**src/rtl/camerax_seq_if.sv**
```systemverilog
// Handshake bundle for camerax_seq: frame control, camera-x ROM port and column stream.
interface camerax_seq_if;
  logic        start;
  logic        busy;
  logic        done;
  logic [8:0]  rom_addr;
  logic [15:0] rom_data;
  logic        col_valid;
  logic        col_ready;
  logic [8:0]  col_x;
  logic [15:0] col_camerax;

  modport master (
    input  start, rom_data, col_ready,
    output busy, done, rom_addr, col_valid, col_x, col_camerax
  );

  modport slave (
    output start, rom_data, col_ready,
    input  busy, done, rom_addr, col_valid, col_x, col_camerax
  );
endinterface

```
**src/rtl/camerax_seq.sv**
```systemverilog
// Streams camera-x ROM words for columns 0..NUM_COLS-1 through a 2-entry output FIFO.
// Optional abort input enabled by defining CAMERAX_SEQ_ABORT_EN.
module camerax_seq #(
  parameter int unsigned NUM_COLS = 320
) (
  input  logic           clk,
  input  logic           rst,
`ifdef CAMERAX_SEQ_ABORT_EN
  input  logic           abort,
`endif
  camerax_seq_if.master  bus
);

  typedef enum logic [1:0] {StIdle, StRun, StDrain} state_e;

  localparam logic [8:0] LastCol = 9'(NUM_COLS - 1);

  state_e      state_q, state_d;
  logic [8:0]  cnt_q;
  logic [8:0]  last_q;
  logic        inflight_q;
  logic [8:0]  tag_q;
  logic [8:0]  mem_x_q [2];
  logic [15:0] mem_d_q [2];
  logic        wr_ptr_q, rd_ptr_q;
  logic [1:0]  occ_q;
  logic        done_q, done_d;

  logic        pop, issue, kill, last_col;
  logic [2:0]  pending;

  always_comb begin
    pop      = (occ_q != 2'd0) && bus.col_ready;
`ifdef CAMERAX_SEQ_ABORT_EN
    kill     = abort && (state_q != StIdle);
`else
    kill     = 1'b0;
`endif
    // Credit counts the word leaving this cycle so a held col_ready streams one per cycle.
    pending  = {1'b0, occ_q} + {2'b0, inflight_q} - {2'b0, pop};
    issue    = (state_q == StRun) && (pending < 3'd2) && !kill;
    last_col = pop && (mem_x_q[rd_ptr_q] == LastCol);

    state_d = state_q;
    unique case (state_q)
      StIdle:  if (bus.start) state_d = StRun;
      StRun:   if (issue && (cnt_q == LastCol)) state_d = StDrain;
      StDrain: if (last_col) state_d = StIdle;
      default: state_d = StIdle;
    endcase
    if (kill) state_d = StIdle;

    done_d = (state_q == StDrain) && last_col && !kill;

    bus.rom_addr    = issue ? cnt_q : last_q;
    bus.busy        = (state_q != StIdle);
    bus.done        = done_q;
    bus.col_valid   = (occ_q != 2'd0);
    bus.col_x       = mem_x_q[rd_ptr_q];
    bus.col_camerax = mem_d_q[rd_ptr_q];
  end

  always_ff @(posedge clk) begin
    if (rst) begin
      state_q    <= StIdle;
      done_q     <= 1'b0;
      cnt_q      <= 9'd0;
      last_q     <= 9'd0;
      inflight_q <= 1'b0;
      tag_q      <= 9'd0;
      wr_ptr_q   <= 1'b0;
      rd_ptr_q   <= 1'b0;
      occ_q      <= 2'd0;
      for (int i = 0; i < 2; i++) begin
        mem_x_q[i] <= 9'd0;
        mem_d_q[i] <= 16'd0;
      end
    end else begin
      state_q <= state_d;
      done_q  <= done_d;

      if ((state_q == StIdle) && bus.start) cnt_q <= 9'd0;
      else if (issue)                       cnt_q <= cnt_q + 9'd1;

      if (issue) last_q <= cnt_q;

      if (kill) begin
        inflight_q <= 1'b0;
        wr_ptr_q   <= 1'b0;
        rd_ptr_q   <= 1'b0;
        occ_q      <= 2'd0;
      end else begin
        inflight_q <= issue;
        tag_q      <= cnt_q;
        // The registered ROM answers the address issued last cycle.
        if (inflight_q) begin
          mem_x_q[wr_ptr_q] <= tag_q;
          mem_d_q[wr_ptr_q] <= bus.rom_data;
          wr_ptr_q          <= ~wr_ptr_q;
        end
        if (pop) rd_ptr_q <= ~rd_ptr_q;
        occ_q <= occ_q + {1'b0, inflight_q} - {1'b0, pop};
      end
    end
  end

endmodule

```
**src/flat_wrapper.sv**
```systemverilog
// flat-port wrapper written by rule: the top's interface ports become plain ports
module camerax_seq_flat 
#(
  parameter int unsigned NUM_COLS = 320
)
  (clk, rst, bus_start, bus_rom_data, bus_col_ready, bus_busy, bus_done, bus_rom_addr, bus_col_valid, bus_col_x, bus_col_camerax);
  camerax_seq_if bus_i ();
  input  logic clk;
  input  logic rst;
  input wire logic [$bits(bus_i.start)-1:0] bus_start;
  input wire logic [$bits(bus_i.rom_data)-1:0] bus_rom_data;
  input wire logic [$bits(bus_i.col_ready)-1:0] bus_col_ready;
  output wire logic [$bits(bus_i.busy)-1:0] bus_busy;
  output wire logic [$bits(bus_i.done)-1:0] bus_done;
  output wire logic [$bits(bus_i.rom_addr)-1:0] bus_rom_addr;
  output wire logic [$bits(bus_i.col_valid)-1:0] bus_col_valid;
  output wire logic [$bits(bus_i.col_x)-1:0] bus_col_x;
  output wire logic [$bits(bus_i.col_camerax)-1:0] bus_col_camerax;
  assign bus_i.start = bus_start;
  assign bus_i.rom_data = bus_rom_data;
  assign bus_i.col_ready = bus_col_ready;
  assign bus_busy = bus_i.busy;
  assign bus_done = bus_i.done;
  assign bus_rom_addr = bus_i.rom_addr;
  assign bus_col_valid = bus_i.col_valid;
  assign bus_col_x = bus_i.col_x;
  assign bus_col_camerax = bus_i.col_camerax;
  camerax_seq #(.NUM_COLS(NUM_COLS)) u_core (.clk(clk), .rst(rst), .bus(bus_i));
endmodule
```
**config.mk**
```make
export PLATFORM = sky130hd
export DESIGN_NAME = camerax_seq_flat
export DESIGN_NICKNAME = d
export VERILOG_FILES = /design/src/rtl/camerax_seq_if.sv /design/src/rtl/camerax_seq.sv /design/src/flat_wrapper.sv
export SDC_FILE = /design/constraint.sdc
export NUM_CORES = 1
export LEC_CHECK = 0
export ABC_AREA = 1
export CORE_MARGIN = 3
export CORE_UTILIZATION = 45
export CTS_CLUSTER_DIAMETER = 60
export CTS_CLUSTER_SIZE = 25
export DETAILED_ROUTE_END_ITERATION = 10
export HOLD_SLACK_MARGIN = 0.1
export PLACE_DENSITY_LB_ADDON = 0.25
export SYNTH_ARGS = -nofsm -noshare
export SYNTH_HDL_FRONTEND = slang
export SYNTH_SLANG_ARGS = --single-unit
export TNS_END_PERCENT = 1
```
**constraint.sdc**
```tcl
create_clock -name clk -period 2.5 [get_ports clk]
set_input_delay 0.25 -clock clk [delete_from_list [all_inputs] [get_ports clk]]
set_output_delay 0.25 -clock clk [all_outputs]
set_load 0.1 [all_outputs]
```
==> results.sh <==
export IMPL_total_power_mw=5.32
export IMPL_die_area_um2=9320
export IMPL_sw_frac_of_total=0.428
export IMPL_synth_area_leader_cell="edfxtp_1"
export IMPL_slowest_stage="fa_1"
export IMPL_crit_path_max_incr_delay_ns=0.51
export IMPL_setup_tns_ns=-3.67
export IMPL_crit_chain="nor2_4, nor2_4, ha_4, inv_2, ha_4, fa_1, nor2_1, nand2_2, inv_2, or2_1, o21ai_2, clkinvlp_4, buf_12"
export IMPL_grt_pass1_vias=2523
export IMPL_worstMarginPinSlew_ns=0.660
export IMPL_port_buffers=56
export IMPL_synth_cell_area_um2=3690
export IMPL_root_buffer="clkbuf_8"
export IMPL_drv_cap=0
export IMPL_areaGrowthSynthToFinish_pct=37.5
export IMPL_layout_drive_gt1_share=0.217
export IMPL_status="complete, but fails checks"
export IMPL_first_pass_iters=4
export IMPL_power_frac_seq=0.317
export IMPL_ys_ff_latch=86
export IMPL_fillCellCount=659
export IMPL_period_needed_ns=2.95
export IMPL_finalHoldViolations=0
export IMPL_synth_top_family_by_area="simple AND/OR/NAND/NOR gates"
export IMPL_grt_pass1_wl_um=11500
export IMPL_clkLatencyLatePin_ns=0.36
export IMPL_diodes=0
export IMPL_yosysUniqueCellTypes=32
export IMPL_pin_count=57
export IMPL_cp_data_required_time_ns=2.25
export IMPL_htreeDepth=3
export IMPL_rows=32
export IMPL_clock_skew_final_ns=0.0118
export IMPL_synth_fa_ha_area_frac=0.0156
export IMPL_num_nets_final=516
export IMPL_arrival_ns=2.70
export IMPL_post_route_period_util=1.18
export IMPL_endpoint_kind="output port"
export IMPL_slew_headroom=0.560
export IMPL_hold_slack_ns=0.459
export IMPL_synth_compound_area_frac=0.0410
export IMPL_cts_hold_buf=0
export IMPL_synthCells=416
export IMPL_netSwitchingPower_mw=2.28
export IMPL_cts_buffers=9
export IMPL_post_drt_wl_per_cell_um=12.1
export IMPL_clock_sinks=86
export IMPL_dieWidth_um=96.6
export IMPL_dr_total_vias=2736
export IMPL_utilization=0.646
export IMPL_stdcell_count=599
export IMPL_setup_ws_ns=-0.453
export IMPL_ys_warn_count=0
export IMPL_maxSlewViolCount=0
export IMPL_viasPerCell=4.57
export IMPL_placed_cells=578
export IMPL_ant_nets=0
export IMPL_final_common_cell="nand2_1"
export IMPL_p_comb_frac=0.495
export IMPL_dp_hpwl_um=5070
export IMPL_grt_usage=0.164
export IMPL_initial_utilization=0.470
export IMPL_drc=0
export IMPL_synth_yosys_seq_area_share=0.602
export IMPL_grt_max_degree=25
export IMPL_grt_ovfl_total=0
export IMPL_power_internal_mw=3.04
export IMPL_drt_initial_drc_count=123
export IMPL_drt_wl_total_um=7250
export IMPL_failed_checks="negative setup slack"
export IMPL_finalSetupViolations=9
export IMPL_worstHoldPathType="reg2reg"
export IMPL_synth_simple_area_share=0.240
export IMPL_critPathMaxFanout=5
export IMPL_layout_common_cells="109 x nand2_1, 79 x nor2_1, 53 x inv_1"
export IMPL_synthMuxAreaShare=0
export IMPL_cp_buffers_inverters=4
export IMPL_ctsLongestPathBuffers=2
export IMPL_chipHeight_um=96.6
export IMPL_synth_net_count=440
export IMPL_coreArea_um2=7850
export IMPL_cts_tree="built"
export IMPL_path_delay_family="adder cells"
export IMPL_ys_top_cells_by_area="edfxtp_1 41%, dfxtp_1 20%, nand2_1 11%"
export IMPL_synthXorXnorAreaFrac=0.00475
export IMPL_rsz0062_at_grt="true"
export IMPL_ir_drop_mv=0.868
export IMPL_syn_avg_cell_area_um2=8.87
export IMPL_gp_congestion=0.872
export IMPL_grt_antenna_before_repair=0
export IMPL_fmax_mhz=339
export IMPL_critical_path_class="reg2out"
export IMPL_synth_top_cell_area_share=0.407
export IMPL_p_leak_nw=2.16
export IMPL_clkPwrFrac=0.188
export IMPL_clk_pin_slew_ns=0.09
export IMPL_startpoint_type="flop"
export IMPL_powerDensity_nw_per_um2=1050
==> cell type report <==
cell class,instances,area (µm²),area share
sequential,86,2220,0.439
clock inverter,4,45.0,0.00888
timing repair buffer,80,1080,0.213
clock buffer,12,156,0.0308
multi-input combinational,252,1180,0.232
inverter,63,259,0.0511
tap,102,128,0.0252
==> cell families (layout without fill, tap and decap cells) <==
group | after synthesis | in the layout
adders and majority gates | 4 | 4
AOI/OAI and AO/OA | 26 | 26
DFF | 86 | 86
and+or+nand+nor | 220 | 220
xor gates and xnor gates | 2 | 2
buffers and inverters | 78 | 159
==> sequential cells by signal, summed over array words and instances (netlist names), named ones only <==
name and flops:
u_core.state_q 2, u_core.cnt_q 9, u_core.mem_d_q 32, u_core.wr_ptr_q 1, u_core.rd_ptr_q 1, u_core.bus.done 1, u_core.occ_q 2, u_core.inflight_q 1
u_core.last_q 9, u_core.tag_q 9, u_core.mem_x_q 18
==> through the flow <==
stage / instance area, µm² / worst slack, ns
2_1_floorplan: 3730 / -0.280
3_3_place_gp: 4790 / -0.380
3_5_place_dp: 4790 / -0.449
4_1_cts: 5060 / -0.490
5_1_grt: 5070 / -0.595
6_report: 5070 / -0.453
==> metal layers <==
metal  global-route usage  up-vias  wire length [µm]
met5                    0        -                 0
met4               0.0689        0               121
met3               0.0449       12               428
met2                0.278       63              3520
met1                0.198     1231              3180
li1                     -     1430                 -
==> path summary, 6_finish.rpt <==
kind	start	end	slack [ns]	cells after the start
hold reg to reg	u_core.rd_ptr_q$_SDFFE_PP0P_	u_core.rd_ptr_q$_SDFFE_PP0P_	0.46	1
hold / removal	u_core.rd_ptr_q$_SDFFE_PP0P_	u_core.rd_ptr_q$_SDFFE_PP0P_	0.46	1
setup reg to reg	u_core.occ_q[1]$_SDFF_PP0_	u_core.cnt_q[0]$_SDFFE_PP0P_	0.12	12
setup / recovery	u_core.occ_q[1]$_SDFF_PP0_	bus_rom_addr[6]	-0.45	13
==> power by group through the flow <==
stage / logic [mW] / registers, mW / clock network [mW]
floorplan: 1.71 / 1.68 / 0
global placement: 2.52 / 1.71 / 0
detailed placement: 2.55 / 1.71 / 0
CTS: 2.64 / 1.69 / 1.01
global route: 2.78 / 1.70 / 1.06
finish: 2.64 / 1.69 / 1.00
==> cells in the mapped netlist <==
| cell type | count |
|---|---|
| o21ai_0 | 4 |
| o21ai_2 | 3 |
| or2_1 | 3 |
| clkbuf_2 | 1 |
| nand2_2 | 3 |
| inv_1 | 59 |
| a21oi_1 | 13 |
| nor2_4 | 1 |
| nand3_1 | 6 |
| nor2_2 | 5 |
| buf_2 | 6 |
| nor3_1 | 6 |
| clkinv_1 | 1 |
| nand4_1 | 1 |
| edfxtp_1 | 50 |
| nand2_1 | 113 |
| ha_1 | 3 |
| inv_2 | 2 |
| clkbuf_1 | 2 |
| xor2_1 | 2 |
| o21ai_1 | 2 |
| nand3_2 | 1 |
| nor2_1 | 80 |
| buf_8 | 1 |
| buf_6 | 4 |
| a211oi_1 | 1 |
| fa_1 | 1 |
| buf_4 | 1 |
| o21a_1 | 3 |
| dfxtp_1 | 36 |
| inv_8 | 1 |
| or2_2 | 1 |
==> repair_timing <==
action	CTS	global route
pin swaps	6	2
gates resized for setup	9	3
setup buffers	5	0
endpoints found under the setup margin	9	15
Note: power is estimated with default switching activity, not from simulation.
